**src/rtl/serial_pkg.sv**
```systemverilog
// Shared definitions for the serial byte transmit/receive pair: state encodings,
// line levels and data width.
package serial_pkg;

    localparam int DATA_W = 8;

    typedef enum logic [2:0] {
        ST_IDLE   = 3'd0,
        ST_START  = 3'd1,
        ST_DATA   = 3'd2,
        ST_PARITY = 3'd3,
        ST_STOP   = 3'd4
    } tx_state_t;

    localparam logic TX_IDLE_LEVEL = 1'b1;
    localparam logic START_LEVEL   = 1'b0;
    localparam logic STOP_LEVEL    = 1'b1;

    function automatic logic even_parity(input logic [DATA_W-1:0] b);
        return ^b;
    endfunction

endpackage

```
**src/rtl/tx_baud_counter.sv**
```systemverilog
// Bit-period counter: counts 0..CLKS_PER_BIT-1 while enabled and ticks on the
// terminal count; also reports whether the following cycle will be terminal.
module tx_baud_counter #(
    parameter int CLKS_PER_BIT = 4
) (
    input  logic clk,
    input  logic rst,
    input  logic i_clear,
    input  logic i_en,
    output logic o_tick,
    output logic o_last_next
);

    localparam logic [7:0] LAST = 8'(CLKS_PER_BIT - 1);

    logic [7:0] r_count;
    logic [7:0] w_count_next;

    assign o_tick = i_en && (r_count == LAST);

    always_comb begin
        w_count_next = r_count;
        if (i_clear || o_tick) begin
            w_count_next = 8'd0;
        end else if (i_en) begin
            w_count_next = r_count + 8'd1;
        end
    end

    // Lets the parent register a pulse that lines up with the final cycle of a bit.
    assign o_last_next = (w_count_next == LAST);

    always_ff @(posedge clk or negedge rst) begin
        if (!rst) begin
            r_count <= 8'd0;
        end else begin
            r_count <= w_count_next;
        end
    end

endmodule

```
**src/rtl/serial_byte_tx.sv**
```systemverilog
// Framed LSB-first byte transmitter: start, 8 data bits, optional even parity
// (enabled by defining SERIAL_TX_PARITY_EN), stop. All outputs are registered.
module serial_byte_tx
    import serial_pkg::*;
#(
    parameter int CLKS_PER_BIT = 4
) (
    input  logic              clk,
    input  logic              rst,
    input  logic [DATA_W-1:0] d,
    input  logic              en,
    output logic              ready,
    output logic              tx,
    output logic              busy,
    output logic              done
);

    tx_state_t         r_state;
    tx_state_t         w_state_next;
    logic [DATA_W-1:0] r_shift;
    logic [DATA_W-1:0] w_shift_next;
    logic [2:0]        r_idx;
    logic [2:0]        w_idx_next;
    logic              r_tx;
    logic              r_ready;
    logic              r_busy;
    logic              r_done;
    logic              w_tx_next;
    logic              w_tick;
    logic              w_last_next;
`ifdef SERIAL_TX_PARITY_EN
    logic              r_parity;
    logic              w_parity_next;
`endif

    tx_baud_counter #(
        .CLKS_PER_BIT(CLKS_PER_BIT)
    ) u_baud (
        .clk        (clk),
        .rst        (rst),
        .i_clear    (r_state == ST_IDLE),
        .i_en       (r_state != ST_IDLE),
        .o_tick     (w_tick),
        .o_last_next(w_last_next)
    );

    always_comb begin
        w_state_next  = r_state;
        w_shift_next  = r_shift;
        w_idx_next    = r_idx;
`ifdef SERIAL_TX_PARITY_EN
        w_parity_next = r_parity;
`endif
        case (r_state)
            ST_IDLE: begin
                if (en) begin
                    w_state_next  = ST_START;
                    w_shift_next  = d;
`ifdef SERIAL_TX_PARITY_EN
                    w_parity_next = even_parity(d);
`endif
                end
            end
            ST_START: begin
                if (w_tick) begin
                    w_state_next = ST_DATA;
                    w_idx_next   = 3'd0;
                end
            end
            ST_DATA: begin
                if (w_tick) begin
                    w_shift_next = r_shift >> 1;
                    if (r_idx == 3'd7) begin
`ifdef SERIAL_TX_PARITY_EN
                        w_state_next = ST_PARITY;
`else
                        w_state_next = ST_STOP;
`endif
                    end else begin
                        w_idx_next = r_idx + 3'd1;
                    end
                end
            end
`ifdef SERIAL_TX_PARITY_EN
            ST_PARITY: begin
                if (w_tick) begin
                    w_state_next = ST_STOP;
                end
            end
`endif
            ST_STOP: begin
                if (w_tick) begin
                    w_state_next = ST_IDLE;
                end
            end
            default: w_state_next = ST_IDLE;
        endcase

        // Line level is decided from the upcoming state so tx is a plain flop.
        w_tx_next = TX_IDLE_LEVEL;
        case (w_state_next)
            ST_START:  w_tx_next = START_LEVEL;
            ST_DATA:   w_tx_next = w_shift_next[0];
`ifdef SERIAL_TX_PARITY_EN
            ST_PARITY: w_tx_next = w_parity_next;
`endif
            ST_STOP:   w_tx_next = STOP_LEVEL;
            default:   w_tx_next = TX_IDLE_LEVEL;
        endcase
    end

    always_ff @(posedge clk or negedge rst) begin
        if (!rst) begin
            r_state  <= ST_IDLE;
            r_shift  <= '0;
            r_idx    <= 3'd0;
            r_tx     <= TX_IDLE_LEVEL;
            r_ready  <= 1'b1;
            r_busy   <= 1'b0;
            r_done   <= 1'b0;
`ifdef SERIAL_TX_PARITY_EN
            r_parity <= 1'b0;
`endif
        end else begin
            r_state  <= w_state_next;
            r_shift  <= w_shift_next;
            r_idx    <= w_idx_next;
            r_tx     <= w_tx_next;
            r_ready  <= (w_state_next == ST_IDLE);
            r_busy   <= (w_state_next != ST_IDLE);
            r_done   <= (w_state_next == ST_STOP) && w_last_next;
`ifdef SERIAL_TX_PARITY_EN
            r_parity <= w_parity_next;
`endif
        end
    end

    assign tx    = r_tx;
    assign ready = r_ready;
    assign busy  = r_busy;
    assign done  = r_done;

endmodule

```
**config.mk**
```make
export PLATFORM = sky130hd
export DESIGN_NAME = serial_byte_tx
export DESIGN_NICKNAME = d
export VERILOG_FILES = /design/src/rtl/serial_pkg.sv /design/src/rtl/tx_baud_counter.sv /design/src/rtl/serial_byte_tx.sv
export SDC_FILE = /design/constraint.sdc
export NUM_CORES = 1
export LEC_CHECK = 0
export BUFFER_PORTS_ARGS = -buffer_cell sky130_fd_sc_hd__buf_2
export CAP_MARGIN = 15
export CORE_MARGIN = 5
export CORE_UTILIZATION = 40
export CTS_BUF_LIST = sky130_fd_sc_hd__clkbuf_2 sky130_fd_sc_hd__clkbuf_4 sky130_fd_sc_hd__clkbuf_8
export CTS_CLUSTER_SIZE = 25
export DETAILED_ROUTE_END_ITERATION = 12
export HOLD_SLACK_MARGIN = 0.06
export MAX_ROUTING_LAYER = met4
export PLACE_DENSITY = 0.6
export SYNTH_ARGS = -nofsm -noshare
export SYNTH_HDL_FRONTEND = slang
export SYNTH_SLANG_ARGS = --single-unit
export TNS_END_PERCENT = 1
```
**constraint.sdc**
```tcl
create_clock -name clk -period 3.3 [get_ports clk]
set_clock_uncertainty 0.2 [all_clocks]
set_input_delay 0.495 -clock clk [delete_from_list [all_inputs] [get_ports clk]]
set_output_delay 0.495 -clock clk [all_outputs]
set_load 0.01 [all_outputs]
```
### Word-level counts from Yosys, hierarchy flattened

Cells that the tools add are included.

* register bits after elaboration: 26
* input bits: 11
* output and inout bits: 4
* logic and storage cells: 51

* mux-type cells: 16
* reduce and logical (&&, ||, !) cells: 11
* equal/unequal tests: 13
* add/subtract/negate cells: 2

Operator list (count)
* 2-to-1 mux 8 bit: 4
* 2-to-1 mux 3 bit: 8
* equality test 8 x 2 -> 1 bit (second input constant): 2
* case mux 8 bit (2 select lines): 1
* case mux 3 bit (4 select lines): 1
* equality test 3 bit (second input constant): 3
* adder 8 x 1 -> 8 bit (second input constant): 1
* equality test 3 x 1 -> 1 bit (second input constant): 2
* equality test 3 x 2 -> 1 bit (second input constant): 2
* zero test 3 bit: 2
* case mux 3 bit (2 select lines): 1
* nonzero test 3 bit: 2
* inequality test 2 x 1 -> 1 bit (second input constant): 2
* inequality test 2 bit (second input constant): 2
* AND reduction 4 bit: 1
* nonzero test 2 bit: 2
* adder 3 x 1 -> 3 bit (second input constant): 1
* AND reduction 3 bit: 1
* logical AND 1 bit: 2
* case mux 1 bit (2 select lines): 1
* logical OR 1 bit: 1

### Depth between registers and ports, before layout

* depth in word-level cells: 6
* mapped depth: 6
* gate-level depth less buffers: 6

### By module

From an unflattened synthesis, not the netlist that was laid out.

* cell total of the unflattened synthesis: 125
* area, all modules: 1386.3 um2

By module, submodules not included
* serial_byte_tx: cells each 78, instances 1, area an instance 905.9 um2, sequential area each 452.9 um2
* tx_baud_counter: cells each 47, instances 1, area an instance 480.5 um2, sequential area each 200.2 um2

### Worst setup path before layout

Ideal clock, no wire load.

* path kind: flip-flop to flip-flop
* start point: reg u_baud.r_count[0]
* end point: reg r_idx[0]
* buffers on the path: 0
* period minus slack after synthesis: 1.851 ns
* cell stages (with the launch flop): 6
* data required time: 2.975 ns
* path slack: 1.449 ns
* setup time: 0.125 ns
* data arrival time: 1.526 ns
* path through: dfrtp_1 -> ha_1 -> nor4b_4 -> and2_4 -> o211ai_2 -> mux2_4

* longest elaborated chain between the ends: 4
* elaborated cells on any way between the ends: 5
* classes of those cells: eq/ne (3); reduce/logical (2)

Ends and longest elaborated chain
* start, declared: RTL line tx_baud_counter.sv:16 `logic [7:0] r_count;`
* start signal, assigned: RTL line tx_baud_counter.sv:37 `r_count <= w_count_next;`
* equality test 8 x 2 -> 1 bit (*): RTL line tx_baud_counter.sv:19 `assign o_tick = i_en && (r_count == LAST);`
* logical AND 1 bit (*): RTL line tx_baud_counter.sv:19
* inequality test 2 x 1 -> 1 bit (no line)
* AND reduction 4 bit (no line) (*)
* end signal, assigned: RTL line serial_byte_tx.sv:127 `r_idx <= w_idx_next;`
* end, declared: RTL line serial_byte_tx.sv:22 `logic [2:0] r_idx;`

Mark *: on every way between the ends. The rest lies on a longest branch, timed or not.
A chain may end at the register's enable or synchronous reset.

### Worst setup path in the final report

* start point: reg u_baud.r_count[0]
* end point: reg r_shift[2]

* longest elaborated chain between the ends: 4

Ends and longest elaborated chain
* equality test 8 x 2 -> 1 bit: RTL line tx_baud_counter.sv:19
* logical AND 1 bit: RTL line tx_baud_counter.sv:19
* inequality test 2 x 1 -> 1 bit (no line)
* AND reduction 3 bit (no line)
* end signal, assigned: RTL line serial_byte_tx.sv:126 `r_shift <= w_shift_next;`
* end, declared: RTL line serial_byte_tx.sv:20 `logic [DATA_W-1:0] r_shift;`

Every way passes these cells.

==> flow_summary.toml <==
[route]
first_pass_iters = 4
wirelength_mm = 2.43
drt_iter0_drc = 52
drc_errors = 0
wl_per_cell_um = 13.6
num_vias = 948
viasPerCell = 5.33
drtAntennaViolNets = 0

[timing]
period_needed_ns = 2.01
setup_tns_ns = 0
slew_headroom_pct = 62.3
rsz0062_at_grt = "no"
finalMaxSlewViolations = 0
finalSetupViolCount = 0
hold_ws_ns = 0.169
worst_slew_pin_slew_ns = 0.566
fmax_mhz = 498
fin_ws_ns = 1.29
report.final.hold_viol_count = 0
period_share_pct = 60.9

[placement]
placement.io_buffers = 14
pre_cts_ws_ns = 1.30
dpl-instance-area_um2 = 1430
hpwl_mm = 1.83
gp_congestion = 0.803

[worst_hold_path]
hp-class = "in -> reg"
whs_path_depth = 3
hold_start = "d[7]"
worstHoldEndpoint = "r_shift[7]$_DFFE_PN0P_"

[global_route]
met3_usage_pct = 2.50
busiest_layer = "met2"
antenna_found_initial = 0
grtUsageMet2_pct = 21.2
grtUsageTotal_pct = 13.4
grt_first_pass_wirelength_mm = 4.43
grt_pass1_vias = 973
grt_overflow = 0
grt.met1_usage_pct = 16.8
grt_max_degree = 27

[pwr]
p_leak_nw = 0.634
power_density_nw_per_um2 = 769
power_mw = 1.15
ir_drop_v = 0.000270

[status]
status = "completed"

[finish]
nNetsFinal = 149
drive_gt1_share_pct = 25.4
n_antenna_cell = 0
fillers = 323
post-route-cell-area_um2 = 1490
syn_to_final_growth_pct = 13.5

[yosys]
avgSynthCellArea_um2 = 11.2
synthFlopType = "dfrtp_1"
yosysSeqAreaShare_pct = 49.7
synth_nets = 131
async_flop_share_pct = 100
synthCells = 117
synth_edf_count = 0
synthesis.area_um2 = 1320
ys_types = 42
yosys_warnings = 0
ys_seq_elements = 26

[worst_setup_path]
rr_worst_depth = 4
required_ns = 3.32
reg2reg_to = "r_shift[2]$_DFFE_PN0P_"
path_class = "reg -> reg"
worstPathMaxFanout = 7
worstSetupStartpointType = "flop"
ff2ff_setup_slack_ns = 1.29
reg2reg_from = "u_baud.r_count[0]$_DFF_PN0_"
cp.arrival_ns = 2.03
crit_path_end_kind = "flop"

[clock_network]
cts.reportedPaths.clkPinSlew_ns = 0.14
cts-htree-levels = 1
clockRootBuffer = "clkbuf_4"
cts_sinks = 26
clk_latency_ns = 0.32
cts_tree = "built"
clk_path_buf_depth = 2
cts_buffers = 3

[die]
coreArea_um2 = 3100
dieArea_um2 = 4530
rows = 20
die_width_um = 67.3
ios = 15
start_util_pct = 42.4
die_y_um = 67.3

[flow_run]
drv_cap = 0
metrics by stage:
stage | std cells | utilization [%]
6_report | 178 | 48.1
3_5_place_dp | 173 | 46.1
4_1_cts | 178 | 48.1
2_1_floorplan | 117 | -
3_3_place_gp | 173 | 46.1
5_1_grt | 178 | 48.1
worst max path at each step:
stage	cells after the start	to	start	slack, ns
6_report	4	r_shift[2]$_DFFE_PN0P_	u_baud.r_count[0]$_DFF_PN0_	1.29
5_1_grt	4	r_shift[5]$_DFFE_PN0P_	u_baud.r_count[0]$_DFF_PN0_	1.08
4_1_cts	4	r_shift[2]$_DFFE_PN0P_	u_baud.r_count[0]$_DFF_PN0_	1.27
3_5_place_dp	4	r_shift[3]$_DFFE_PN0P_	u_baud.r_count[0]$_DFF_PN0_	1.30
3_3_place_gp	6	done$_DFF_PN0_	r_idx[0]$_DFFE_PN0P_	1.32
2_1_floorplan	5	r_idx[0]$_DFFE_PN0P_	u_baud.r_count[0]$_DFF_PN0_	1.45
synthesized netlist by cell type, types with 2 or more instances:
library cell	number	area [um2]
dfrtp_1	24	601
nand2_1	12	45.0
nor2_1	9	33.8
o21ai_0	7	35.0
a221o_1	6	60.1
and2_1	6	37.5
ha_1	3	37.5
inv_1	3	11.3
nand3_1	3	15.0
nor3_2	3	30.0
xnor2_1	3	26.3
a21oi_1	2	10.0
a22o_1	2	17.5
buf_2	2	10.0
dfstp_2	2	52.6
nand2b_1	2	12.5
nor4b_4	2	47.6
xor2_1	2	17.5
layer usage:
metal,share of wire (%),up-vias
li1,-,467
met1,48,469
met2,49,10
met3,2.8,2
met4,0.66,0
met5,0,-
cell usage in the layout (no fill, tap or decap), drive strengths merged, types with 2 or more instances in the layout:
cell type and instances:
buf 14, xor2 2, nand3 3, inv 3
a31oi 2, nor3 4, a22o 2, a21oi 2
dfrtp 24, nor2 10, nor4b 3, nor3b 2
o21ai 7, dfstp 2, clkbuf 3, ha 3
a221o 6, and2 7, xnor2 3, nand2b 2
nand2 13
final cells by class:
type                            instances  area [um2]  area share (%)
Clock buffer                            3        22.5            1.51
Clock inverter                          1        30.0            2.01
Inverter                                3        11.3           0.754
Multi-Input combinational cell         86         641            42.9
Sequential cell                        26         653            43.8
Tap cell                               44        55.1            3.69
Timing Repair Buffer                   15        80.1            5.36
critical path: stages, from the launching register on:
cell and delay (ns):
dfrtp_1 0.44, ha_1 0.26, nor4b_4 0.40, a31oi_2 0.26, a221o_1 0.35
what timing repair did:
action                    4_1_cts  5_1_grt
resized for setup               0        0
hold endpoints to repair       24        0
buffers inserted                0        0
hold buffers                    1        0
power by group:
group          internal, mW  switching, mW  total [mW]
logic                 0.189          0.213       0.402
clock network         0.123         0.0950       0.218
registers             0.434         0.0938       0.528
cell families (layout without fill, tap and decap cells):
kind of cell / after synthesis / in the layout / share of synthesized area [%]
xor gates and xnor gates: 5 / 5 / 3.33
DFF: 26 / 26 / 49.7
AOI/OAI and AO/OA: 27 / 27 / 16.7
muxes: 1 / 1 / 1.14
adders and majority gates: 3 / 3 / 2.85
and+or+nand+nor: 50 / 50 / 24.7
buffers and inverters: 5 / 22 / 1.62
registers in the layout, indices dropped and copies added, names as in the netlist:
register        flops
done                1
ready               1
u_baud.r_count      8
busy                1
r_idx               3
r_state             3
r_shift             8
tx                  1
(Power assumes the default switching activity.)
